==> config.mk <==
export PLATFORM = sky130hd
export DESIGN_NAME = sum_serial_nb
export DESIGN_NICKNAME = d
export VERILOG_FILES = /design/src/rtl/sum_serial_nb.sv
export SDC_FILE = /design/constraint.sdc
export NUM_CORES = 1
export LEC_CHECK = 0
export CORE_MARGIN = 5
export CORE_UTILIZATION = 45
export DETAILED_ROUTE_END_ITERATION = 12
export GPL_TIMING_DRIVEN = 0
export PLACE_DENSITY_LB_ADDON = 0.1
export SYNTH_ARGS = -nofsm -noshare
export SYNTH_HDL_FRONTEND = slang
export SYNTH_SLANG_ARGS = --single-unit
==> constraint.sdc <==
create_clock -name clk_i -period 3.9 [get_ports clk_i]
set_input_delay 0.585 -clock clk_i [delete_from_list [all_inputs] [get_ports clk_i]]
set_output_delay 0.585 -clock clk_i [all_outputs]
set_load 0.03 [all_outputs]
==> src/rtl/sum_serial_nb.sv <==
// rtl/sum_serial_nb.sv - bit-serial adder/subtractor, one full-adder cell plus carry FF, LSB first
// start/busy/done handshake; S/Cout/ovf are registered and only change on completion or reset.

module sum_serial_nb #(
  parameter int WIDTH = 8
) (
  input  logic             clk_i,
  input  logic             rst_ni,
  input  logic             start_i,
  input  logic             sub_i,
  input  logic [WIDTH-1:0] a_i,
  input  logic [WIDTH-1:0] b_i,
  output logic             busy_o,
  output logic             done_o,
  output logic [WIDTH-1:0] s_o,
  output logic             cout_o,
  output logic             ovf_o
);

  localparam int CW = $clog2(WIDTH) + 1;
  localparam logic [CW-1:0] LAST_BIT = CW'(WIDTH - 1);

  typedef enum logic [1:0] {
    IDLE = 2'd0,
    RUN  = 2'd1,
    DONE = 2'd2
  } state_e;

  state_e           state_q;
  logic [WIDTH-1:0] a_q;
  logic [WIDTH-1:0] b_q;
  logic [WIDTH-1:0] p_q;
  logic [WIDTH-1:0] s_q;
  logic [CW-1:0]    cnt_q;
  logic             c_q;
  logic             cout_q;
  logic             ovf_q;
  logic             busy_q;
  logic             done_q;

  logic             sbit_d;
  logic             c_d;
  logic [WIDTH-1:0] p_d;

  // The single full-adder cell; subtraction arrives as ~B with carry-in preset to 1.
  always_comb begin
    sbit_d = a_q[0] ^ b_q[0] ^ c_q;
    c_d    = (a_q[0] & b_q[0]) | ((a_q[0] ^ b_q[0]) & c_q);
    p_d    = {sbit_d, p_q[WIDTH-1:1]};
  end

  always_ff @(posedge clk_i or negedge rst_ni) begin
    if (!rst_ni) begin
      state_q <= IDLE;
      a_q     <= '0;
      b_q     <= '0;
      p_q     <= '0;
      s_q     <= '0;
      cnt_q   <= '0;
      c_q     <= 1'b0;
      cout_q  <= 1'b0;
      ovf_q   <= 1'b0;
      busy_q  <= 1'b0;
      done_q  <= 1'b0;
    end else begin
      case (state_q)
        IDLE, DONE: begin
          done_q <= 1'b0;
          if (start_i) begin
            a_q     <= a_i;
            b_q     <= sub_i ? ~b_i : b_i;
            c_q     <= sub_i;
            cnt_q   <= '0;
            busy_q  <= 1'b1;
            state_q <= RUN;
          end else begin
            busy_q  <= 1'b0;
            state_q <= IDLE;
          end
        end
        RUN: begin
          a_q   <= {1'b0, a_q[WIDTH-1:1]};
          b_q   <= {1'b0, b_q[WIDTH-1:1]};
          p_q   <= p_d;
          c_q   <= c_d;
          cnt_q <= cnt_q + 1'b1;
          // c_q here is the carry into the MSB, so ovf compares it with the carry out.
          if (cnt_q == LAST_BIT) begin
            s_q     <= p_d;
            cout_q  <= c_d;
            ovf_q   <= c_q ^ c_d;
            busy_q  <= 1'b0;
            done_q  <= 1'b1;
            state_q <= DONE;
          end
        end
        default: begin
          busy_q  <= 1'b0;
          done_q  <= 1'b0;
          state_q <= IDLE;
        end
      endcase
    end
  end

  assign busy_o = busy_q;
  assign done_o = done_q;
  assign s_o    = s_q;
  assign cout_o = cout_q;
  assign ovf_o  = ovf_q;

endmodule

; ---- Word level (Yosys, flattened, before mapping)
; Index checks and enable logic that the tools add are counted.
[word_totals]
reg_bits = 43
out_inout_bits = 12
elab_cells = 46
input_bits = 20
[classes]
bitwise_logic = 7
muxes = 17
eq_ne = 5
add_sub_neg = 1
reduce_logical = 5
[ops]
columns = operator, n
row1 = one-hot mux 8 bit (2 select lines), 2
row2 = two-way mux 8 bit, 3
row3 = NOT 8 bit, 1
row4 = one-hot mux 4 bit (2 select lines), 1
row5 = two-way mux 1 bit, 6
row6 = adder 4 x 1 -> 4 bit (second input constant), 1
row7 = equality test 4 x 3 -> 1 bit (second input constant), 1
row8 = two-way mux 4 bit, 1
row9 = != test 2 bit (second input constant), 2
row10 = one-hot mux 1 bit (2 select lines), 2
row11 = one-hot mux 2 bit (2 select lines), 1
row12 = AND reduction 2 bit, 2
row13 = XOR 1 bit, 3
row14 = bitwise AND 1 bit, 2
row15 = equality test 2 x 1 -> 1 bit (second input constant), 1
row16 = equality test 2 bit (second input constant), 1
row17 = logical NOT 2 bit, 1
row18 = two-way mux 2 bit, 1
row19 = nonzero test 2 bit, 1
row20 = OR reduction 2 bit, 1
row21 = bitwise OR 1 bit, 1

; ---- Logic depth before layout (Yosys ltp)
; Gate-level depths: netlist of run 1.
[logic_depth]
ltp_word = 4
mapped_depth = 5
ltp_nobuf = 4

; ---- Least setup slack after synthesis of run 1
; No wires, ideal clock.
[synth_timing]
path_kind = reg2reg
from = register cnt_q[0]
to = register cout_q (netlist: cout_o)
required_time_ns = 3.775
arrival_time_ns = 1.365
setup_time_ns = 0.125
slack_ns = 2.410
period_less_slack_ns = 1.490
path_stages_with_launch = 6
path_buffers = 1
path_cell_list = dfrtp_1 -> ha_1 -> nand3b_4 -> nor3b_4 -> buf_6 -> mux2_4
[synth_between]
elab_chain_cells = 2
[synth_rtl]
columns = item, line_no
row1 = start: declaration, 34  ; logic [CW-1:0] cnt_q;
row2 = start signal: assignment, 86  ; cnt_q <= cnt_q + 1'b1;
row3 = equality test 4 x 3 -> 1 bit, 88  ; if (cnt_q == LAST_BIT) begin
row4 = AND reduction 2 bit (no source line), n/a
row5 = end signal: assignment, 61  ; cout_q <= 1'b0;
row6 = end signal: assignment, 90  ; cout_q <= c_d;
row7 = end: declaration, 36  ; logic cout_q;
; Every way passes these cells.
; A chain may end at the register's enable or synchronous reset.

==> metrics.md, run 1 <==
| Metric | Value |
|---|---|
| Iter 0 DRT Violations | 38 |
| Syn-to-layout area delta | 24.1% |
| Width of the die | 73.8 um |
| Crit path buffers/inverters | 1 |
| Status | finished, final reports clean |
| TritonCTS Buffers | 5 |
| Yosys warning total | 0 |
| Placer Congestion | 0.756 |
| Core area | 0.00397 sq mm |
| Antenna Violating Nets Remaining | 0 |
| Seq cells post-synth | 41 |
| Fillers | 322 |
| Post-synthesis cell type count | 26 |
| Die height | 73.8 um |
| First-pass GRT wire length | 5750 um |
| Clk slew on worst S/H paths | 0.07 ns |
| Worst setup SP type | register |
| Most frequent cells in the layout | dfrtp_1 (41), clkdlybuf4s50_1 (29), a22o_1 (12) |
| Met1 Use GR | 17.7% |
| Die Area | 0.00544 sq mm |
| DP HPWL | 2300 um |
| CTS Sinks | 41 |
| Routed vias | 1138 |
| Final hold vios | 0 |
| Vias in the first global route | 1198 |
| Most common cell after layout, fill and taps aside | dfrtp_1 |
| Initial core utilization | 46.1% |
| Pins Over Slew Limit | 0 |
| CTS H-tree lvls | 2 |
| P per Cell Area | 818 mW/mm^2 |
| Utilization after layout | 57.2% |
| RR Endpoint | s_o[1] |
| ANT cells | 0 |
| Fmax | 490 MHz |
| Non-Filler Instances | 216 |
| Crit end category | output pin |
| Placed cell count | 208 |
| Sequential area share after synthesis | 56.0% |
| WP data arrival | 1.46 ns |
| Average wire per standard cell | 15.6 um |
| Final nets | 187 |
| Post-route minimum period | 2.04 ns |
| GR peak layer | met2 |
| Crit path max fanout | 3 |
| Post-CTS Setup Inserts | 0 |
| Worst path cell trace | clkdlybuf4s50_1 |
| Post-cts sizing count | 0 |
| R2R cell count | 5 |
| Reg2reg setup slack | 2.29 ns |
| Delay-heaviest family, CP | buffers and inverters |
| CTS tree | yes |
| WP data required | 3.31 ns |
| Placed cell area | 0.00219 sq mm |
| WS Path Type | reg -> out |
| R2r startpoint | cnt_q[0] |
| Final Skew | 0.00491 ns |
| Min-Delay Path Class | in -> async |
| # setup viols final | 0 |
| IO Count | 32 |
| Synth Area per Inst | 14.3 sq um |
| Least-Margin Pin Slew | 0.884 ns |
| Layout cells sized above 1 | 18.1% |
| CP max stage delay | 0.72 ns |
| Met2 Usage GRT | 22.3% |
| GRT Resource Usage Total | 14.1% |
| Worst rel slew slack | 41.1% |
| CTS Buffer Depth | 2 |
| Syn Nets | 150 |
| Final WL | 3370 um |
| Worst-Skew Late Latency | 0.29 ns |
| Gr ovfl total | 0 |
| Initial antenna violation count | 0 |
| RSZ-0062 raised after global routing | no |
| Avg Vias per Cell | 5.27 |
| Max Cap Violations | 0 |
| Row cnt | 23 |
| Mapped cell area | 0.00183 sq mm |
| Root Buffer | clkbuf_8 |
| IO Port Bufs | 30 |
| Pin count of the biggest net entering global routing | 42 |
| First-pass detailed-route iteration total | 4 |
| Setup TNS | 0 ns |
| M3 GR Usage | 5.06% |
| Synth Instances | 128 |
| Fin area | 0.00227 sq mm |
| Final Cycle Share | 52.3% |
| Peak supply drop | 0.314 mV |
| Hold-fix buffers, CTS | 0 |
| Slowest CP cell | clkdlybuf4s50_1 |
| Drc violations | 0 |
| P_leak | 1.08 nW |
-- cells in the mapped netlist --
| master | instances | area (sq um) |
|---|---|---|
| nor3b_4 | 1 | 18.8 |
| nor2_4 | 1 | 11.3 |
| mux2_1 | 8 | 90.1 |
| nand2b_1 | 1 | 6.26 |
| mux2_4 | 9 | 135 |
| nor2_1 | 8 | 30.0 |
| dfrtp_1 | 41 | 1030 |
| clkbuf_2 | 1 | 5.00 |
| nor2b_2 | 1 | 8.76 |
| and2b_1 | 1 | 7.51 |
| nand3b_4 | 1 | 20.0 |
| ha_1 | 1 | 12.5 |
| a221o_1 | 7 | 70.1 |
| fa_1 | 1 | 20.0 |
| buf_4 | 1 | 7.51 |
| nor2b_4 | 1 | 13.8 |
| a22o_1 | 12 | 105 |
| nand3_1 | 1 | 5.00 |
| buf_6 | 3 | 33.8 |
| nand4_1 | 1 | 6.26 |
| xor2_1 | 2 | 17.5 |
| buf_2 | 3 | 15.0 |
| xnor2_1 | 8 | 70.1 |
| a21o_1 | 8 | 60.1 |
| nand2_1 | 4 | 15.0 |
| mux2i_1 | 2 | 20.0 |
-- how the worst max path moves through the flow --
stage / start / to / depth (start not counted) / slack [ns]
floorplan: cnt_q[0] / cout_o / 5 / 2.41
global placement: rst_ni / busy_o / 1 / 1.30
global route: state_q[1] / done_o / 1 / 1.81
CTS: state_q[1] / done_o / 1 / 1.84
finish: state_q[1] / done_o / 1 / 1.86
detailed placement: start_i / cnt_q[2] / 5 / 1.78
-- layout make-up --
type / instances / area (sq um) / share of cell area [%]
multi-input cells: 79 / 743 / 32.7
plain buffers: 8 / 61.3 / 2.70
clock buffers: 6 / 72.6 / 3.20
well taps: 50 / 62.6 / 2.75
flip-flops and latches: 41 / 1030 / 45.2
repair buffers: 30 / 295 / 13.0
clock inverters: 2 / 10.0 / 0.441
-- per-layer routing --
layer	vias up	part of all wire, %
met5	-	0
met4	0	1.6
met3	6	5.8
met2	24	47
met1	572	45
li1	536	-
-- sequential cells by signal, indices dropped and copies added, names as in the netlist --
register / cells
b_q: 8
cout_o: 1
p_q: 7
c_q: 1
busy_o: 1
s_o: 8
state_q: 2
a_q: 8
ovf_o: 1
cnt_q: 4
-- logic make-up (layout without fill, tap and decap cells) --
kind of cell | after synthesis | in the layout | synth area share (%)
simple gates | 21 | 21 | 7.79
buf+inv | 8 | 46 | 3.35
xor+xnor | 10 | 10 | 4.79
compound gates | 27 | 27 | 12.9
flops | 41 | 41 | 56.0
mux | 19 | 19 | 13.4
fa+ha+maj | 2 | 2 | 1.78
-- worst register-to-register path: cells and delay by family, from the launching register on --
family	cells	cell delay, ns
flops	1	0.40
fa+ha+maj	1	0.24
buf+inv	1	0.21
mux	1	0.31
simple gates	2	0.33
-- metrics by stage --
stage	setup slack (ns)	hold slack, ns	total power, mW
floorplan	2.41	0.289	1.35
global placement	1.30	0.459	1.57
detailed placement	1.78	0.466	1.61
CTS	1.84	0.451	1.88
global route	1.81	0.496	1.98
finish	1.86	0.413	1.86
-- where the power goes --
group | leakage, nW | internal, mW | switching [mW]
combinational | 0.528 | 0.451 | 0.392
sequential | 0.512 | 0.622 | 0.128
clock | 0.0450 | 0.124 | 0.140
(Power assumes the default switching activity.)
==> run 2: changes to the inputs <==
==> constraint.sdc (replaced) <==
create_clock -name clk_i -period 1.75 [get_ports clk_i]
set_input_delay 0.2625 -clock clk_i [delete_from_list [all_inputs] [get_ports clk_i]]
set_output_delay 0.2625 -clock clk_i [all_outputs]
set_load 0.03 [all_outputs]
==> run 2 against run 1 <==
- sequential share of layout area is essentially flat
- via count shrank 0.18%
- hold slack lost 0.32 ns
- die area is the same
==> metrics.md, run 2 (synthesized netlist as in run 1, its figures left out) <==
| Metric | Value |
|---|---|
| Status | finished, final reports clean |
| Drc violations | 0 (unchanged) |
| Most frequent cells in the layout | dfrtp_1 (41), clkdlybuf4s50_1 (28), a22o_1 (12) |
| WS Path Type | reg -> reg |
| Worst-Skew Late Latency | 0.29 ns (about the same) |
| P_sw | 1.47 mW (+120%) |
| Clk slew on worst S/H paths | 0.07 ns (about the same) |
| CP max stage delay | 0.40 ns (-0.32 ns) |
| Peak supply drop | 0.703 mV (+120%) |
| Average wire per standard cell | 15.6 um (about the same) |
| WP data required | 1.93 ns (-1.38 ns) |
| Initial antenna violation count | 0 (unchanged) |
| Layout cells sized above 1 | 18.1% (unchanged) |
| Fmax | 621 MHz |
| Crit path buffers/inverters | 1 (unchanged) |
| Final Cycle Share | 92.0% |
| Slowest CP cell | dfrtp_1 |
| Pin count of the biggest net entering global routing | 42 (unchanged) |
| GRT Resource Usage Total | 14.1% (unchanged) |
| Sequential Power Share | 40.5% (about the same) |
| Clock Power Share | 14.2% (about the same) |
| Die Area | 0.00544 sq mm (unchanged) |
| Root Buffer | clkbuf_8 |
| Final nets | 187 (unchanged) |
| ANT cells | 0 (unchanged) |
| IO Count | 32 (unchanged) |
| Iter 0 DRT Violations | 42 (+11%) |
| Max Cap Violations | 0 (unchanged) |
| Die height | 73.8 um (unchanged) |
| Placed cell count | 208 (unchanged) |
| P_leak | 1.10 nW (+1.7%) |
| Antenna Violating Nets Remaining | 0 (unchanged) |
| Most common cell after layout, fill and taps aside | dfrtp_1 |
| Non-Filler Instances | 216 (unchanged) |
| Worst setup SP type | register |
| DP HPWL | 2300 um (unchanged) |
| Tot Pwr | 4.14 mW (+120%) |
| P per Cell Area | 1820 mW/mm^2 (+120%) |
| RSZ-0062 raised after global routing | no |
| Register area | 0.00103 sq mm (unchanged) |
| First-pass detailed-route iteration total | 4 (unchanged) |
| Fillers | 321 (-0.31%) |
| Final WL | 3380 um (about the same) |
| Placer Congestion | 0.756 (unchanged) |
| Delay-heaviest family, CP | flip-flops |
| Worst path cell trace | ha_1 > nand3b_4 > nor3b_4 > buf_6 > mux2_4 |
| CTS H-tree lvls | 2 (unchanged) |
| Hold-fix buffers, CTS | 0 (unchanged) |
| Final Skew | 0.00519 ns (+0.000284 ns) |
| Initial core utilization | 46.1% (unchanged) |
| Width of the die | 73.8 um (unchanged) |
| # setup viols final | 0 (unchanged) |
| Net Sw Frac | 35.5% (about the same) |
| Core area | 0.00397 sq mm (unchanged) |
| Syn-to-layout area delta | 24.2% |
| Least-Margin Pin Slew | 0.883 ns (-0.00100 ns) |
| Routed vias | 1136 (-0.18%) |
| Crit end category | register |
| TritonCTS Buffers | 5 (unchanged) |
| CTS tree | yes |
| Vias in the first global route | 1198 (unchanged) |
| Logic gate share of total power | 45.3% (about the same) |
| Multi-input logic area | 743 sq um (unchanged) |
| CTS Buffer Depth | 2 (unchanged) |
| First-pass GRT wire length | 5750 um (unchanged) |
| Crit path max fanout | 10 (+7) |
| Avg Vias per Cell | 5.26 (-0.18%) |
| CTS Sinks | 41 (unchanged) |
| IO Port Bufs | 30 (unchanged) |
| Post-route minimum period | 1.61 ns |
| Row cnt | 23 (unchanged) |
| Pins Over Slew Limit | 0 (unchanged) |
| Final hold vios | 0 (unchanged) |
| WP data arrival | 1.79 ns (+0.33 ns) |
| Gr ovfl total | 0 (unchanged) |
| Worst rel slew slack | 41.1% (+0.067 points) |
| P_int | 2.67 mW (+120%) |
| Min-Delay Path Class | in -> async |
## run 2: cell count changes in the layout (fill, tap and decap cells not counted)
cell | before | now
clkdlybuf4s50_1 | 29 | 28
dlymetal6s2s_1 | 0 | 1
## run 2: final cells by class
| class | instances | area share, % |
|---|---|---|
| Sequential cell | 41 | 45.1 |
| Multi-Input combinational cell | 79 | 32.7 |
| Timing Repair Buffer | 30 | 13.1 |
| Clock buffer | 6 | 3.19 |
| Tap cell | 50 | 2.75 |
| Buffer | 8 | 2.70 |
| Clock inverter | 2 | 0.440 |
## run 2: per-stage QoR
step	setup slack [ns]	hold WS [ns]	TNS (ns)	instance area (sq um)	util, %
6_report	0.140	0.0891	0	2270	57.2
5_1_grt	0.0486	0.192	0	2270	57.2
4_1_cts	0.0157	0.129	0	2270	57.2
3_5_place_dp	-0.0511	0.449	-0.0511	2190	55.1
2_1_floorplan	0.260	-0.0331	0	1830	-
3_3_place_gp	-0.530	0.459	-21.68	2190	55.2
## run 2: final timing paths
kind | to | slack [ns] | depth (start not counted) | startpoint
max in group asynchronous | s_o[2] | 1.10 | 1 | rst_ni
worst min-delay path | s_o[3] | 0.09 | 1 | rst_ni
worst max register to register | s_o[1] | 0.14 | 5 | cnt_q[0]
min in group clk_i | cnt_q[3] | 0.48 | 1 | cnt_q[3]
worst max-delay path | s_o[1] | 0.14 | 5 | cnt_q[0]
worst min register to register | cnt_q[3] | 0.48 | 1 | cnt_q[3]
## run 2: timing repair
item                       4_1_cts  5_1_grt
buffers inserted                 0        0
setup endpoints to repair        0        1
resized for setup                0        1
## run 2: worst reg2reg max path, cell delays in order (launching register included)
cell and delay (ns):
dfrtp_1 0.40, ha_1 0.24, nand3b_4 0.11, nor3b_4 0.22, buf_6 0.21, mux2_4 0.31
## run 2: power groups by stage
| stage | sequential [mW] | clock, mW | combinational, mW |
|---|---|---|---|
| after floorplan | 1.86 | 0 | 1.15 |
| final | 1.67 | 0.588 | 1.87 |
| after detailed placement | 1.69 | 0 | 1.89 |
| after CTS | 1.68 | 0.611 | 1.91 |
| after global routing | 1.73 | 0.650 | 2.03 |
| after global placement | 1.67 | 0 | 1.84 |
## run 2: layer usage
| metal | track usage [%] | vias to the layer above | part of all wire, % |
|---|---|---|---|
| met3 | 5.06 | 6 | 6.0 |
| met5 | 0 | - | 0 |
| met4 | 5.43 | 0 | 1.6 |
| met1 | 17.7 | 570 | 45 |
| li1 | - | 534 | - |
| met2 | 22.3 | 26 | 47 |
